### src/rtl/bin2bcd_seq_pkg.sv
// Shared definitions for the sequential binary-to-BCD converter and display path.
package bin2bcd_seq_pkg;

  localparam int unsigned BCD_DIGIT_W = 4;

  // Digit codes the seven-segment decoders treat as "0" and "all segments off".
  localparam logic [BCD_DIGIT_W-1:0] BCD_ZERO  = 4'h0;
  localparam logic [BCD_DIGIT_W-1:0] BCD_BLANK = 4'hF;

  typedef enum logic {
    ST_IDLE = 1'b0,
    ST_CONV = 1'b1
  } state_e;

  // 10**n for elaboration-time range checks.
  function automatic longint unsigned pow10(input int unsigned n);
    longint unsigned r;
    r = 64'd1;
    for (int unsigned i = 0; i < n; i++) begin
      r = r * 64'd10;
    end
    return r;
  endfunction

endpackage

### src/rtl/bin2bcd_seq_add3.sv
// Double-dabble digit correction: a digit of 5 or more gets 3 added before the shift.
module bcd_add3
  import bin2bcd_seq_pkg::*;
(
  input  logic [BCD_DIGIT_W-1:0] digit,
  output logic [BCD_DIGIT_W-1:0] adjusted
);

  // Add 3 when the digit would overflow past 9 after doubling.
  always_comb begin
    adjusted = digit;
    if (digit >= BCD_DIGIT_W'(5)) begin
      adjusted = digit + BCD_DIGIT_W'(3);
    end
  end

endmodule

### src/rtl/bin2bcd_seq.sv
// Sequential binary-to-BCD converter (shift-and-add-3), one value per start/done handshake.
module bin2bcd_seq
  import bin2bcd_seq_pkg::*;
#(
  parameter int unsigned WIDTH  = 8,
  parameter int unsigned DIGITS = 3
) (
  input  logic                          clk,
  input  logic                          rst,
  input  logic                          start,
  input  logic [WIDTH-1:0]              bin,
  output logic                          busy,
  output logic                          done,
  output logic [BCD_DIGIT_W*DIGITS-1:0] bcd
);

  localparam int unsigned BCD_W = BCD_DIGIT_W * DIGITS;
  localparam int unsigned SCR_W = BCD_W + WIDTH;
  localparam int unsigned CNT_W = $clog2(WIDTH + 1);

  // Refuse parameter sets where the largest input cannot be represented.
  if (pow10(DIGITS) <= ((64'd1 << WIDTH) - 64'd1)) begin : g_range_check
    $error("bin2bcd_seq: DIGITS too small for WIDTH");
  end

  state_e            state_q, state_d;
  logic [SCR_W-1:0]  scratch_q, scratch_d;
  logic [SCR_W-1:0]  adj;
  logic [SCR_W-1:0]  shifted;
  logic [CNT_W-1:0]  cnt_q, cnt_d;
  logic              busy_d, done_d;
  logic [BCD_W-1:0]  bcd_d;

  // Binary part passes through untouched; each BCD digit is corrected independently.
  assign adj[WIDTH-1:0] = scratch_q[WIDTH-1:0];

  for (genvar g = 0; g < DIGITS; g++) begin : g_digit
    bcd_add3 u_add3 (
      .digit    (scratch_q[WIDTH + g*BCD_DIGIT_W +: BCD_DIGIT_W]),
      .adjusted (adj[WIDTH + g*BCD_DIGIT_W +: BCD_DIGIT_W])
    );
  end

  assign shifted = {adj[SCR_W-2:0], 1'b0};

  // State, scratch, counter and output registers.
  always_ff @(posedge clk or posedge rst) begin
    if (rst) begin
      state_q   <= ST_IDLE;
      scratch_q <= '0;
      cnt_q     <= '0;
      busy      <= 1'b0;
      done      <= 1'b0;
      bcd       <= '0;
    end else begin
      state_q   <= state_d;
      scratch_q <= scratch_d;
      cnt_q     <= cnt_d;
      busy      <= busy_d;
      done      <= done_d;
      bcd       <= bcd_d;
    end
  end

  // Next-state and next-output logic; done is a single-cycle pulse by default-low.
  always_comb begin
    state_d   = state_q;
    scratch_d = scratch_q;
    cnt_d     = cnt_q;
    busy_d    = busy;
    done_d    = 1'b0;
    bcd_d     = bcd;
    case (state_q)
      ST_IDLE: begin
        if (start) begin
          state_d   = ST_CONV;
          scratch_d = {BCD_W'(0), bin};
          cnt_d     = '0;
          busy_d    = 1'b1;
        end
      end
      ST_CONV: begin
        scratch_d = shifted;
        cnt_d     = cnt_q + CNT_W'(1);
        if (cnt_q == CNT_W'(WIDTH - 1)) begin
          state_d = ST_IDLE;
          busy_d  = 1'b0;
          done_d  = 1'b1;
          bcd_d   = shifted[SCR_W-1 -: BCD_W];
        end
      end
      default: begin
        state_d = ST_IDLE;
        busy_d  = 1'b0;
      end
    endcase
  end

endmodule

### config.mk
export PLATFORM = sky130hd
export DESIGN_NAME = bin2bcd_seq
export DESIGN_NICKNAME = d
export VERILOG_FILES = /design/src/rtl/bin2bcd_seq_pkg.sv /design/src/rtl/bin2bcd_seq_add3.sv /design/src/rtl/bin2bcd_seq.sv
export SDC_FILE = /design/constraint.sdc
export NUM_CORES = 1
export LEC_CHECK = 0
export ABC_AREA = 1
export CELL_PAD_IN_SITES_DETAIL_PLACEMENT = 0
export CELL_PAD_IN_SITES_GLOBAL_PLACEMENT = 1
export CORE_UTILIZATION = 43
export DETAILED_ROUTE_END_ITERATION = 8
export PLACE_DENSITY_LB_ADDON = 0.12
export SKIP_LAST_GASP = 1
export SLEW_MARGIN = 20
export SYNTH_ARGS = -nofsm -noshare
export SYNTH_HDL_FRONTEND = slang
export SYNTH_SLANG_ARGS = --single-unit
export TNS_END_PERCENT = 50
### constraint.sdc
create_clock -name clk -period 2.4 [get_ports clk]
set_clock_uncertainty 0.1 [all_clocks]
set_input_delay 0.36 -clock clk [delete_from_list [all_inputs] [get_ports clk]]
set_output_delay 0.36 -clock clk [all_outputs]
set_load 0.1 [all_outputs]
-- Yosys cells after proc, flatten, opt, wreduce, memory -nomap -nowiden
Index checks and enable logic that the tools add are counted.
W data, S select, Z words.
- register bits after elaboration: 39
- input bits: 11
- output and inout bits: 14
- word-level logic and storage cells: 34
- add/sub/neg operators: 4
- order comparisons: 3
- equality and inequality tests: 3
- multiplexer cells: 15
- bitwise logic cells: 1
- reductions and logical operators: 2
- operators with widths (operator ; number):
    $pmux W20 S2 ; 1
    $mux W20 ; 1
    $ge A4 B3 Y1 const B ; 3
    $mux W4 ; 3
    $add A4 B2 Y4 const B ; 2
    $pmux W4 S2 ; 1
    $mux W1 ; 6
    $add A4 B1 Y4 const B ; 1
    $eq A4 B3 Y1 const B ; 1
    $pmux W1 S2 ; 2
    $reduce_and A2 Y1 ; 2
    $add A3 B2 Y3 const B ; 1
    $mux W3 ; 1
    $ne A2 B1 Y1 const B ; 1
    $ne A2 B2 Y1 const B ; 1
    $not A1 Y1 ; 1

-- Longest topological paths before layout
- depth in word-level cells: 3
- gate-level depth with buffers: 8
- mapped depth without buffers: 8

-- Cells and area by module
A second synthesis with hierarchy kept.
- cells, all modules: 249
- area total of the unflattened synthesis: 1955.6 µm²
- by module, submodules not included (module ; instances ; cells each ; area each (µm²) ; sequential area each (µm²)):
    bin2bcd_seq ; 1 ; 180 ; 1550.2 ; 975.9
    bcd_add3 ; 3 ; 23 ; 135.1 ; 0.0

-- Least setup slack after synthesis
OpenSTA, ideal clock, no wires.
- path type: register to output
- from: reg busy
- to: out busy
- data arrival time: 0.898 ns
- required time: 1.940 ns
- slack: 1.042 ns
- cell stages (with the launch flop): 1
- path buffers: 0
- path through: dfrtp_1
- RTL lines (item ; line ; text):
    start: declaration ; bin2bcd_seq.sv:12 ; output logic busy,
    start signal: assignment ; bin2bcd_seq.sv:59 ; busy <= busy_d;
No word-level cell between the ends.

-- Worst setup path in the final report
- from: reg state_q
- to: reg scratch_q[0]
- longest elaborated chain between the ends: 2
- elaborated cells between the ends (all ways): 3
- classes of those cells: eq/ne (1); mux (1); bitwise (1)
- ends and longest elaborated chain (item ; line ; text):
    start: declaration ; bin2bcd_seq.sv:26 ; state_e state_q, state_d;
    start signal: assignment ; bin2bcd_seq.sv:56 ; state_q <= state_d;
    $not A1 Y1 ; -- ;
    $pmux W20 S2 or $ne A2 B2 Y1 (tied branches) ; -- ;
    end signal: assignment ; bin2bcd_seq.sv:57 ; scratch_q <= scratch_d;
    end: declaration ; bin2bcd_seq.sv:27 ; logic [SCR_W-1:0] scratch_q, scratch_d;
Parallel ways exist; a longest one is shown, timed or not.
A chain may end at the register's enable or synchronous reset.

==> out/qor.yml <==
worstPathRequired_ns: 2.48
cts.sinks: 39
start_kind: "flop"
stdcell_count: 294
avgRoutedWirePerCell_um: 12.54
final_common_cell: "nand2_1"
final_cell_mix: "nand2_1, dfrtp_1, nand3_1"
first_global_vias: 1511
post_cts_buffers: 0
die_w_um: 66.87
nets: 261
dp_hpwl_um: 2576
start_util_pct: 44.91
yosys_warnings: 0
drive_above_1_share_pct: 12.70
io_buffers: 24
synth_seq_area_share_pct: 53.94
root_buffer: "clkbuf_8"
max_cap_viol_count: 0
critPathCaptureType: "flop"
grt_pass1_wl_um: 6803
status: "finished, final reports clean"
crit_type: "reg2reg"
setup_viol: 0
grtUsageTotal_pct: 20.75
io_pins: 25
ctsHoldBuffers: 0
min_path_type: "reg2reg"
cts_buffer_depth: 2
cts-resized-gates: 0
timing.final.max_slew_violations: 0
cp_max_fo: 17
dp_cells: 286
setup-tns-final_ns: 0
routed_wl_um: 3687
drc: 0
synth-seq-cells: 39
fp.dieArea_um2: 4471
post_drt_via_cell_ratio: 5.126
min_period_over_period_pct: 65.62
antenna_found_initial: 0
ant_nets: 0
fmax_mhz: 635.0
core_area_um2: 4029
syn_area_per_cell_um2: 8.454
vias: 1507
placementRows: 23
synth_fp_nets: 232
fin_crit_ns: 1.575
multiInputGateArea_um2: 729.5
chipHeight_um: 66.87
htreeDepth: 2
clk_latency_ns: 0.29
hold_violations: 0
seqCellArea_um2: 975.9
maxSlewHeadroom_pct: 67.25
grt_max_degree: 40
fill_cells: 364
tightest_slew_ns: 0.4912
n_antenna_cell: 0
drt_pass1_iterations: 4
synth.cell_area_um2: 1809
clkSlewWorstSetupHoldPaths_ns: 0.07
cts_tree: "built"
syn2layout_area_growth_pct: 19.78
cp.arrival_ns: 1.66
ys_types: 21
place.gp.congestion: 0.8409
dr.first_iter.drc_count: 113
rsz0062_at_grt: "false"
gr-total-overflow: 0
syn_inst: 214
cts-buffers-inserted: 5
cells in the mapped netlist:
cell	instances	area, um^2
a22o_1	2	17.52
buf_2	2	10.01
nand3_1	29	145.1
nor2_2	1	6.260
ha_1	7	87.58
a21boi_0	1	7.510
nor2_1	6	22.52
nand2_1	82	307.8
inv_2	4	15.01
nand2_2	1	6.260
clkbuf_1	1	3.750
o21ai_0	9	45.04
o22ai_1	3	18.77
buf_4	1	7.510
inv_1	15	56.30
a21oi_1	1	5.000
o211ai_1	1	7.510
o21ai_2	1	8.760
nand4_1	7	43.79
dfrtp_1	39	975.9
buf_6	1	11.26
path summary, 6_finish.rpt:
kind / depth (start not counted) / slack (ns) / end / from
max in group asynchronous: 3 / 1.47 / scratch_q[4] / rst
min: 2 / 0.38 / bcd[1] / bcd[1]
max: 4 / 0.83 / scratch_q[0] / state_q
min reg2reg: 2 / 0.38 / bcd[1] / bcd[1]
max reg2reg: 4 / 0.83 / scratch_q[0] / state_q
min in group asynchronous: 3 / 0.39 / done / rst
worst max-delay path: stages, from the launching register on:
cell     delay, ns
dfrtp_1       0.65
inv_2         0.14
nand2_2       0.18
inv_2         0.17
a22o_1        0.23
per-stage QoR:
stage | worst slack [ns] | utilization [%] | instance area, um^2 | hold slack, ns
detailed placement | 0.7225 | 51.30 | 2067 | 0.3669
finish | 0.8252 | 53.79 | 2167 | 0.3827
global placement | 0.7844 | 51.30 | 2067 | 0.3643
floorplan | 1.042 | - | 1809 | 0.3491
CTS | 0.8195 | 53.79 | 2167 | 0.3858
global route | 0.6804 | 53.79 | 2167 | 0.4186
layout make-up:
| type | instances | area share (%) |
|---|---|---|
| sequential | 39 | 45.03 |
| clock buffer | 8 | 4.619 |
| inverter | 19 | 3.291 |
| timing repair buffer | 27 | 10.51 |
| multi-input combinational | 151 | 33.66 |
| tap | 50 | 2.887 |
kinds of logic (layout without fill, tap and decap cells):
| family | after synthesis | after routing | synth area share [%] |
|---|---|---|---|
| fa+ha+maj | 7 | 7 | 4.841 |
| simple gates | 126 | 126 | 29.39 |
| flops | 39 | 39 | 53.94 |
| compound gates | 18 | 18 | 6.086 |
| buf+inv | 24 | 54 | 5.739 |
sequential cells by signal (all words and copies together) (netlist names):
register and flops:
state_q 1, cnt_q 4, busy 1, done 1, scratch_q 20, bcd 12
layer usage:
layer | part of all wire [%] | GRT usage (%) | up-vias
li1 | - | - | 756
met1 | 47 | 26.03 | 705
met2 | 48 | 33.71 | 38
met3 | 3.8 | 4.281 | 8
met4 | 1.9 | 10.11 | 0
met5 | 0 | 0 | -
Power is left out: the tool's default activity adds up to more than one toggle a clock period on the data nets, which glitch-free logic cannot reach.
